[src/rtl/io_bridge_if.sv]
// Signal bundle between io_bridge and its system-side partners
// (word producer, word consumer, processor In/Out/Int pins).
interface io_bridge_if #(
  parameter int unsigned DW       = 16,
  parameter int unsigned IN_DEPTH = 4
);
  localparam int unsigned ICW = $clog2(IN_DEPTH + 1);

  logic [DW-1:0]  dev_in_data;
  logic           dev_in_valid;
  logic           dev_in_ready;
  logic [DW-1:0]  cpu_In;
  logic           cpu_Int;
  logic [DW-1:0]  cpu_Out;
  logic [DW-1:0]  dev_out_data;
  logic           dev_out_valid;
  logic           dev_out_ready;
  logic           clr_ovf;
  logic           out_overflow;
  logic [ICW-1:0] in_count;

  // System side: producer, consumer and processor pins
  modport master (
    output dev_in_data, dev_in_valid,
    input  dev_in_ready,
    input  cpu_In, cpu_Int,
    output cpu_Out,
    input  dev_out_data, dev_out_valid,
    output dev_out_ready, clr_ovf,
    input  out_overflow, in_count
  );

  // Bridge side
  modport slave (
    input  dev_in_data, dev_in_valid,
    output dev_in_ready,
    output cpu_In, cpu_Int,
    input  cpu_Out,
    output dev_out_data, dev_out_valid,
    input  dev_out_ready, clr_ovf,
    output out_overflow, in_count
  );
endinterface

[src/rtl/io_bridge.sv]
// io_bridge: feeds buffered producer words to the processor In bus with an
// Int pulse per word, and captures every change of the processor Out bus
// into a FIFO for an external consumer.
module io_bridge #(
  parameter int unsigned DW        = 16,
  parameter int unsigned IN_DEPTH  = 4,
  parameter int unsigned OUT_DEPTH = 4,
  parameter int unsigned INT_LEN   = 2,
  parameter int unsigned INT_HOLD  = 8
) (
  input logic       Clk,
  input logic       Rst,
  io_bridge_if.slave bus
);
  localparam int unsigned IAW  = $clog2(IN_DEPTH);
  localparam int unsigned ICW  = $clog2(IN_DEPTH + 1);
  localparam int unsigned OAW  = $clog2(OUT_DEPTH);
  localparam int unsigned OCW  = $clog2(OUT_DEPTH + 1);
  localparam int unsigned TMAX = (INT_LEN > INT_HOLD) ? INT_LEN : INT_HOLD;
  localparam int unsigned TW   = (TMAX > 1) ? $clog2(TMAX) : 1;

  typedef enum logic [1:0] {IDLE, PULSE, HOLD} state_t;

  // Input side
  logic [DW-1:0]  in_mem [IN_DEPTH];
  logic [IAW-1:0] in_wr, in_rd;
  logic [ICW-1:0] in_cnt;
  logic           in_push, in_pop;
  logic [DW-1:0]  in_word;
  logic           int_q, int_n;
  state_t         state, state_n;
  logic [TW-1:0]  tmr, tmr_n;

  // Output side
  logic [DW-1:0]  out_mem [OUT_DEPTH];
  logic [OAW-1:0] out_wr, out_rd;
  logic [OCW-1:0] out_cnt;
  logic [DW-1:0]  out_prev;
  logic           out_change, out_push, out_pop, out_drop, ovf_q;

  assign bus.dev_in_ready  = (in_cnt != ICW'(IN_DEPTH));
  assign bus.in_count      = in_cnt;
  assign bus.cpu_In        = in_word;
  assign bus.cpu_Int       = int_q;
  assign bus.dev_out_valid = (out_cnt != '0);
  assign bus.dev_out_data  = out_mem[out_rd];
  assign bus.out_overflow  = ovf_q;

  assign in_push    = bus.dev_in_valid & bus.dev_in_ready;
  assign out_pop    = (out_cnt != '0) & bus.dev_out_ready;
  assign out_change = (bus.cpu_Out != out_prev);
  // A full FIFO still accepts the new word when its head leaves on the same edge
  assign out_push   = out_change & ((out_cnt != OCW'(OUT_DEPTH)) | out_pop);
  assign out_drop   = out_change & ~out_push;

  // Input FIFO storage write
  always_ff @(posedge Clk) begin
    if (in_push) in_mem[in_wr] <= bus.dev_in_data;
  end

  // Input FIFO pointers and occupancy
  always_ff @(posedge Clk or negedge Rst) begin
    if (!Rst) begin
      in_wr  <= '0;
      in_rd  <= '0;
      in_cnt <= '0;
    end else begin
      if (in_push) in_wr <= in_wr + IAW'(1);
      if (in_pop)  in_rd <= in_rd + IAW'(1);
      case ({in_push, in_pop})
        2'b10:   in_cnt <= in_cnt + ICW'(1);
        2'b01:   in_cnt <= in_cnt - ICW'(1);
        default: in_cnt <= in_cnt;
      endcase
    end
  end

  // Delivery FSM state, timer and registered In/Int outputs
  always_ff @(posedge Clk or negedge Rst) begin
    if (!Rst) begin
      state   <= IDLE;
      tmr     <= '0;
      int_q   <= 1'b0;
      in_word <= '0;
    end else begin
      state <= state_n;
      tmr   <= tmr_n;
      int_q <= int_n;
      if (in_pop) in_word <= in_mem[in_rd];
    end
  end

  // Delivery FSM next state: load, pulse Int for INT_LEN, then hold for INT_HOLD
  always_comb begin
    state_n = state;
    tmr_n   = tmr;
    int_n   = int_q;
    in_pop  = 1'b0;
    case (state)
      IDLE: begin
        if (in_cnt != '0) begin
          in_pop  = 1'b1;
          int_n   = 1'b1;
          tmr_n   = '0;
          state_n = PULSE;
        end
      end
      PULSE: begin
        if (tmr == TW'(INT_LEN - 1)) begin
          int_n   = 1'b0;
          tmr_n   = '0;
          state_n = HOLD;
        end else begin
          tmr_n = tmr + TW'(1);
        end
      end
      HOLD: begin
        if (tmr == TW'(INT_HOLD - 1)) begin
          tmr_n   = '0;
          state_n = IDLE;
        end else begin
          tmr_n = tmr + TW'(1);
        end
      end
      default: begin
        int_n   = 1'b0;
        tmr_n   = '0;
        state_n = IDLE;
      end
    endcase
  end

  // Output FIFO storage write
  always_ff @(posedge Clk) begin
    if (out_push) out_mem[out_wr] <= bus.cpu_Out;
  end

  // Output capture: change detect, FIFO pointers, sticky overflow
  always_ff @(posedge Clk or negedge Rst) begin
    if (!Rst) begin
      out_wr   <= '0;
      out_rd   <= '0;
      out_cnt  <= '0;
      out_prev <= '0;
      ovf_q    <= 1'b0;
    end else begin
      if (out_change) out_prev <= bus.cpu_Out;
      if (out_push)   out_wr   <= out_wr + OAW'(1);
      if (out_pop)    out_rd   <= out_rd + OAW'(1);
      case ({out_push, out_pop})
        2'b10:   out_cnt <= out_cnt + OCW'(1);
        2'b01:   out_cnt <= out_cnt - OCW'(1);
        default: out_cnt <= out_cnt;
      endcase
      if (out_drop)         ovf_q <= 1'b1;
      else if (bus.clr_ovf) ovf_q <= 1'b0;
    end
  end
endmodule
[src/flat_wrapper.sv]
// flat-port wrapper written by rule: the top's interface ports become plain ports
module io_bridge_flat 
#(
  parameter int unsigned DW        = 16,
  parameter int unsigned IN_DEPTH  = 4,
  parameter int unsigned OUT_DEPTH = 4,
  parameter int unsigned INT_LEN   = 2,
  parameter int unsigned INT_HOLD  = 8
)
  (Clk, Rst, bus_dev_in_data, bus_dev_in_valid, bus_dev_in_ready, bus_cpu_In, bus_cpu_Int, bus_cpu_Out, bus_dev_out_data, bus_dev_out_valid, bus_dev_out_ready, bus_clr_ovf, bus_out_overflow, bus_in_count);
  io_bridge_if #(.DW(DW), .IN_DEPTH(IN_DEPTH)) bus_i ();
  input logic Clk;
  input logic Rst;
  input wire logic [$bits(bus_i.dev_in_data)-1:0] bus_dev_in_data;
  input wire logic [$bits(bus_i.dev_in_valid)-1:0] bus_dev_in_valid;
  output wire logic [$bits(bus_i.dev_in_ready)-1:0] bus_dev_in_ready;
  output wire logic [$bits(bus_i.cpu_In)-1:0] bus_cpu_In;
  output wire logic [$bits(bus_i.cpu_Int)-1:0] bus_cpu_Int;
  input wire logic [$bits(bus_i.cpu_Out)-1:0] bus_cpu_Out;
  output wire logic [$bits(bus_i.dev_out_data)-1:0] bus_dev_out_data;
  output wire logic [$bits(bus_i.dev_out_valid)-1:0] bus_dev_out_valid;
  input wire logic [$bits(bus_i.dev_out_ready)-1:0] bus_dev_out_ready;
  input wire logic [$bits(bus_i.clr_ovf)-1:0] bus_clr_ovf;
  output wire logic [$bits(bus_i.out_overflow)-1:0] bus_out_overflow;
  output wire logic [$bits(bus_i.in_count)-1:0] bus_in_count;
  assign bus_i.dev_in_data = bus_dev_in_data;
  assign bus_i.dev_in_valid = bus_dev_in_valid;
  assign bus_dev_in_ready = bus_i.dev_in_ready;
  assign bus_cpu_In = bus_i.cpu_In;
  assign bus_cpu_Int = bus_i.cpu_Int;
  assign bus_i.cpu_Out = bus_cpu_Out;
  assign bus_dev_out_data = bus_i.dev_out_data;
  assign bus_dev_out_valid = bus_i.dev_out_valid;
  assign bus_i.dev_out_ready = bus_dev_out_ready;
  assign bus_i.clr_ovf = bus_clr_ovf;
  assign bus_out_overflow = bus_i.out_overflow;
  assign bus_in_count = bus_i.in_count;
  io_bridge #(.DW(DW), .IN_DEPTH(IN_DEPTH), .OUT_DEPTH(OUT_DEPTH), .INT_LEN(INT_LEN), .INT_HOLD(INT_HOLD)) u_core (.Clk(Clk), .Rst(Rst), .bus(bus_i));
endmodule
[config.mk]
export PLATFORM = sky130hd
export DESIGN_NAME = io_bridge_flat
export DESIGN_NICKNAME = d
export VERILOG_FILES = /design/src/rtl/io_bridge_if.sv /design/src/rtl/io_bridge.sv /design/src/flat_wrapper.sv
export SDC_FILE = /design/constraint.sdc
export NUM_CORES = 1
export LEC_CHECK = 0
export CORE_MARGIN = 2
export CORE_UTILIZATION = 30
export CTS_CLUSTER_SIZE = 12
export DETAILED_ROUTE_END_ITERATION = 6
export GPL_ROUTABILITY_DRIVEN = 0
export HOLD_SLACK_MARGIN = 0.05
export PLACE_DENSITY_LB_ADDON = 0.15
export REMOVE_ABC_BUFFERS = 1
export SLEW_MARGIN = 10
export SYNTH_ARGS = -nofsm -noshare
export SYNTH_HDL_FRONTEND = slang
export SYNTH_SLANG_ARGS = --single-unit
[constraint.sdc]
create_clock -name Clk -period 2.29 [get_ports Clk]
set_clock_uncertainty 0.15 [all_clocks]
set_input_delay 0.458 -clock Clk [delete_from_list [all_inputs] [get_ports Clk]]
set_output_delay 0.458 -clock Clk [all_outputs]
set_load 0.02 [all_outputs]
Yosys cells after proc, flatten, opt, wreduce, memory -nomap -nowiden
Memories as Yosys holds them, arrays and structs flattened. A register that Yosys moved wholly into a read port is not among the register bits.
Cells that the tools add are included.
{"block": "totals", "output_inout_bits": 39, "ram_bits": 128, "elab_cells": 73, "mem_count": 2, "register_bits": 37, "romBits": 0, "latch_bits": 0, "input_bits": 37}
{"name": "u_core.in_mem", "words": 4, "word_bits": 16, "rd": 1, "rd_clocked_by_memory_dff": 1, "write_ports": 1, "line_no": "io_bridge.sv:25", "text": "logic [DW-1:0] in_mem [IN_DEPTH];"}
{"name": "u_core.out_mem", "words": 4, "word_bits": 16, "rd": 1, "rd_clocked_by_memory_dff": 0, "write_ports": 1, "line_no": "io_bridge.sv:35", "text": "logic [DW-1:0] out_mem [OUT_DEPTH];"}
{"block": "op_classes", "mul": 0, "bitwise_logic": 7, "shifts": 0, "div_mod_pow": 0, "n_eq_ne": 14, "add_sub_neg": 9, "order_cmp": 0, "n_mux": 21, "reduce_logical": 9}
{"op": "!= test 16 bit", "n": 1}
{"op": "case mux 3 bit (2 select lines)", "n": 2}
{"op": "2-to-1 mux 1 bit", "n": 10}
{"op": "adder 3 x 1 -> 3 bit, second input constant", "n": 3}
{"op": "2-to-1 mux 3 bit", "n": 3}
{"op": "case mux 3 bit (3 select lines)", "n": 1}
{"op": "adder 2 x 1 -> 2 bit, second input constant", "n": 4}
{"op": "equality test 2 x 1 -> 1 bit, second input constant", "n": 3}
{"op": "equality test 2 bit, second input constant", "n": 3}
{"op": "2-to-1 mux 2 bit", "n": 3}
{"op": "!= test 2 x 1 -> 1 bit, second input constant", "n": 3}
{"op": "!= test 3 bit, second input constant", "n": 2}
{"op": "case mux 2 bit (3 select lines)", "n": 1}
{"op": "AND reduction 3 bit", "n": 2}
{"op": "nonzero test 2 bit", "n": 3}
{"op": "nonzero test 3 bit", "n": 2}
{"op": "subtractor 3 x 1 -> 3 bit, second input constant", "n": 2}
{"op": "AND 1 bit", "n": 4}
{"op": "equality test 3 x 1 -> 1 bit, second input constant", "n": 1}
{"op": "equality test 3 bit, second input constant", "n": 1}
{"op": "case mux 1 bit (3 select lines)", "n": 1}
{"op": "zero test 2 bit", "n": 1}
{"op": "NOT 1 bit", "n": 2}
{"op": "zero test 1 bit", "n": 1}
{"op": "OR 1 bit", "n": 1}

Longest topological paths before layout
{"block": "depth", "word_depth": 7, "mapped_depth": 11, "mapped_depth_nobuf": 10}

Worst setup path before layout
OpenSTA, ideal clock, no wires.
{"block": "synth_timing", "path_type": "input to register", "startpoint": "input bus_cpu_Out[3]", "endpoint": "register u_core.out_cnt[1]", "path_stages": 7, "path_buffers": 0, "slack_ns": -0.234, "arrival_time_ns": 2.248, "setup_ns": 0.126, "required_time_ns": 2.014, "path_cell_list": "xnor2_1 -> nand4_1 -> nor4_4 -> nor2b_1 -> fa_1 -> and2_1 -> a221o_1"}
{"block": "synth_via", "elab_chain_len": 4, "elab_cells_between_ends": 6, "classes_between": "eq/ne (3); mux (1); bitwise (1); reduce/logical (1)"}
{"item": "start, declared", "line_no": "flat_wrapper.sv:19", "text": "input wire logic [$bits(bus_i.cpu_Out)-1:0] bus_cpu_Out;"}
{"item": "!= test 16 bit (*)", "line_no": "io_bridge.sv:51", "text": "assign out_change = (bus.cpu_Out != out_prev);"}
{"item": "AND 1 bit (*)", "line_no": "io_bridge.sv:53", "text": "assign out_push = out_change & ((out_cnt != OCW'(OUT_DEPTH)) | out_pop);"}
{"item": "equality test 2 x 1 -> 1 bit / equality test 2 bit (equally long branches)", "line_no": "io_bridge.sv:150", "text": "case ({out_push, out_pop})"}
{"item": "case mux 3 bit (2 select lines) / nonzero test 2 bit (equally long branches)"}
{"item": "end signal, assigned", "line_no": "io_bridge.sv:151", "text": "2'b10: out_cnt <= out_cnt + OCW'(1);"}
{"item": "end signal, assigned", "line_no": "io_bridge.sv:152", "text": "2'b01: out_cnt <= out_cnt - OCW'(1);"}
{"item": "end signal, assigned", "line_no": "io_bridge.sv:153", "text": "default: out_cnt <= out_cnt;"}
{"item": "end, declared", "line_no": "io_bridge.sv:37", "text": "logic [OCW-1:0] out_cnt;"}
Mark *: on every way between the ends. The rest lies on a longest branch, timed or not.
A chain may end at the register's enable or synchronous reset.

Worst setup path after layout
{"block": "layout_timing", "startpoint": "input bus_cpu_Out[15]", "endpoint": "register u_core.out_cnt[1]"}
The elaborated chain is that of the path after synthesis.

==> results.yml <==
clock_network:
  clock_tree.root_cell: "sky130_fd_sc_hd__clkbuf_16"
  h_tree_levels: 4
  clock_tree_from_tritoncts: "built"
  worstSkewPairLatency_ns: 0.43
  clk_pin_slew_worst_paths_ns: 0.08
  tritoncts.num_buffers: 17
  cts.sinks: 181
  clockBufferDepth: 2
sta:
  timing_worst_slew_pin_value_ns: 0.5558
  fin_ws_ns: -0.2382
  setup_viol_count_final: 16
  worst_slew_margin_rel: 0.6255
  grt_setup_unrepaired: "yes"
  max_freq_mhz: 395.5
  final_min_period_over_clock_period: 1.104
  hold_violations: 0
  timing_max_transition_violations_final: 0
  finalCriticalPeriod_ns: 2.528
  worst_hold_slack_ns: 0.1687
  setup_tns_ns: -1.127
setup_path:
  r2r_setup_slack_ns: -0.21
  timing.rr.end: "u_core.out_cnt[1]"
  critPathLaunch: "bus_cpu_Out[15]"
  criticalPathCategory: "in2reg"
  reg2reg_from: "u_core.out_prev[6]"
  worstPathMaxFanout: 2
  cp_data_arrival_time_ns: 2.69
  end_kind: "flop"
  r2r_cells: 7
  worstSetupStartpointType: "primary input"
  worstPathRequired_ns: 2.45
floorplan:
  floorplan.die.height_um: 157.6
  floorplan.die_area_mm2: 0.02485
  initial_utilization: 0.3035
  floorplan.io_pins: 76
  rows: 56
  die_width_um: 157.6
  coreArea_mm2: 0.02333
detailed_routing:
  route.antenna.remaining_nets: 0
  route.detailed.vias_per_inst: 4.309
  drt_pass1_iterations: 6
  detail_route.wirelength_um: 14070
  detail_route.drc_violations: 0
  drt_iter0_drc: 195
  wl_per_cell_um: 16.81
  vias: 3607
power:
  p_per_area_mw_per_mm2: 1393
  cellLeakagePower_nw: 3.550
  worst_ir_drop_vdd_mv: 0.5243
cells_and_area:
  layout-area-overhead-vs-synth_pct: 33.16
  finalNetCount: 559
  final.fill_count: 2133
  final_layout_size_suffix_gt1_frac: 0.3359
  insertedDiodeCount: 0
  post_layout_inst_area_mm2: 0.009430
yosys:
  yosysUniqueCellTypes: 32
  post_synth_inst_count: 373
  synth_sequential_area_ratio: 0.7300
  avgSynthCellArea_um2: 18.99
  synth.cell_area_mm2: 0.007082
  ys_ff_latch: 181
  yosys_warnings: 0
min_path:
  min_to: "u_core.out_prev[9]"
  hold_path.class: "in2reg"
  timing.hold.worst_path_depth: 2
  hold_path.startpoint: "bus_cpu_Out[9]"
placement:
  port_buffers: 75
  place_worst_setup_slack_ns: -0.8970
  postPlaceCellArea_mm2: 0.008591
  detailed_place_hpwl_um: 9206
global_route:
  vias_in_the_first_global_route: 3909
  wire_length_of_the_first_global_routing_pass_um: 21620
  grt_antenna_before_repair: 1
  grt.overflow.total: 0
  grt_usage: 0.1198
  grt_start_max_net_pins: 54
run_status:
  failed_checks: "negative setup slack"
  run_status: "finished, violations left"
run:
  max_cap_viol_count: 0
-- sequential cells by signal, summed over array words and instances (netlist names), 3 cells and up --
signal               cells
u_core.in_mem           64
u_core.out_mem          64
u_core.bus.in_count      3
u_core.tmr               3
u_core.out_prev         16
u_core.out_cnt           3
u_core.bus.cpu_In       16
-- worst max path at each step --
stage	slack, ns	end
floorplan	-0.59	u_core.bus.in_count[2]
global placement	-0.89	u_core.out_cnt[1]
detailed placement	-0.90	u_core.out_cnt[1]
CTS	-0.32	u_core.out_cnt[1]
global route	-0.34	u_core.out_cnt[1]
finish	-0.24	u_core.out_cnt[1]
-- critical path, stage by stage --
cell and delay [ns]:
sky130_fd_sc_hd__clkdlybuf4s50_1 0.50, sky130_fd_sc_hd__xnor2_1 0.12, sky130_fd_sc_hd__nand4_1 0.18, sky130_fd_sc_hd__nor4_4 0.30
sky130_fd_sc_hd__nor2b_4 0.21, sky130_fd_sc_hd__fa_1 0.44, sky130_fd_sc_hd__and2_1 0.18, sky130_fd_sc_hd__a221o_1 0.30
-- per-layer routing --
layer,up-vias,global-route usage,share of wire
met5,-,0,0
met4,0,0.03766,0.014
met3,17,0.03285,0.040
met2,80,0.2164,0.53
met1,1843,0.1376,0.42
li1,1667,-,-
-- cell usage in the layout, fill, tap and decap left out, drive strengths merged, types with 2 or more instances in the layout --
cell type | netlist | routed
inv | 14 | 21
fa | 2 | 2
nand4 | 4 | 4
mux2i | 3 | 3
xnor2 | 24 | 24
o21ai | 4 | 4
clkinv | 0 | 7
nor2 | 7 | 7
and2 | 7 | 7
ha | 15 | 15
nand2 | 9 | 9
dlymetal6s2s | 0 | 4
buf | 9 | 82
o22a | 2 | 2
dlygate4sd2 | 0 | 8
clkbuf | 19 | 17
edfxtp | 128 | 128
mux2 | 18 | 18
xor2 | 4 | 4
nand3 | 4 | 4
and3 | 5 | 5
mux4 | 32 | 32
nor2b | 3 | 3
clkdlybuf4s50 | 0 | 45
dfrtp | 53 | 53
-- cells by family after synthesis --
logic type                 share of synthesized area
muxes                                         0.1352
xor gates and xnor gates                     0.03463
AOI/OAI and AO/OA                           0.009012
adders and majority gates                    0.03216
buffers and inverters                        0.02456
and+or+nand+nor                              0.03445
DFF                                           0.7300
-- layout make-up --
type	count	area [µm²]	area share
Sequential cell	181	5170	0.5482
Clock inverter	15	200.2	0.02123
Clock buffer	17	425.4	0.04511
Timing Repair Buffer	141	1415	0.1501
Inverter	14	52.55	0.005573
Multi-Input combinational cell	150	1768	0.1875
Tap cell	319	399.1	0.04232
-- power by group --
group / total, W / leakage, nW / internal [W] / switching [W]
clock network: 0.00300 / 0.302 / 0.00159 / 0.00141
registers: 0.00495 / 1.81 / 0.00459 / 0.000366
logic: 0.00519 / 1.43 / 0.00274 / 0.00245
total: 0.0131 / 3.55 / 0.00891 / 0.00423
-- through the flow --
step / utilization / power, W / std cells
finish: 0.4042 / 0.01314 / 837
global route: 0.4042 / 0.01390 / 837
CTS: 0.3975 / 0.01311 / 829
detailed placement: 0.3682 / 0.009998 / 790
global placement: 0.3682 / 0.009886 / 790
floorplan: - / 0.007690 / 345
-- what timing repair did --
item,in CTS,in global routing
resized for setup,98,32
endpoints found under the hold margin,53,0
gates cloned,0,0
endpoints found under the setup margin,83,77
buffers inserted,6,8
hold buffers,1,0
pin swaps,8,9
-- synthesized netlist by cell type, drive strengths merged --
cell | n | share of area
edfxtp | 128 | 0.54
dfrtp | 53 | 0.19
mux4 | 32 | 0.10
xnor2 | 24 | 0.030
clkbuf | 19 | 0.010
mux2 | 18 | 0.029
ha | 15 | 0.027
inv | 14 | 0.0074
buf | 9 | 0.0071
nand2 | 9 | 0.0048
and2 | 7 | 0.0062
nor2 | 7 | 0.0037
and3 | 5 | 0.0044
nand3 | 4 | 0.0028
nand4 | 4 | 0.0035
o21ai | 4 | 0.0028
xor2 | 4 | 0.0049
mux2i | 3 | 0.0042
nor2b | 3 | 0.0030
fa | 2 | 0.0057
o22a | 2 | 0.0025
a221o | 1 | 0.0014
a32o | 1 | 0.0014
nor3 | 1 | 0.00071
nor4 | 1 | 0.0030
o22ai | 1 | 0.00088
or3 | 1 | 0.00088
or4b | 1 | 0.0014
(Power assumes the default switching activity.)
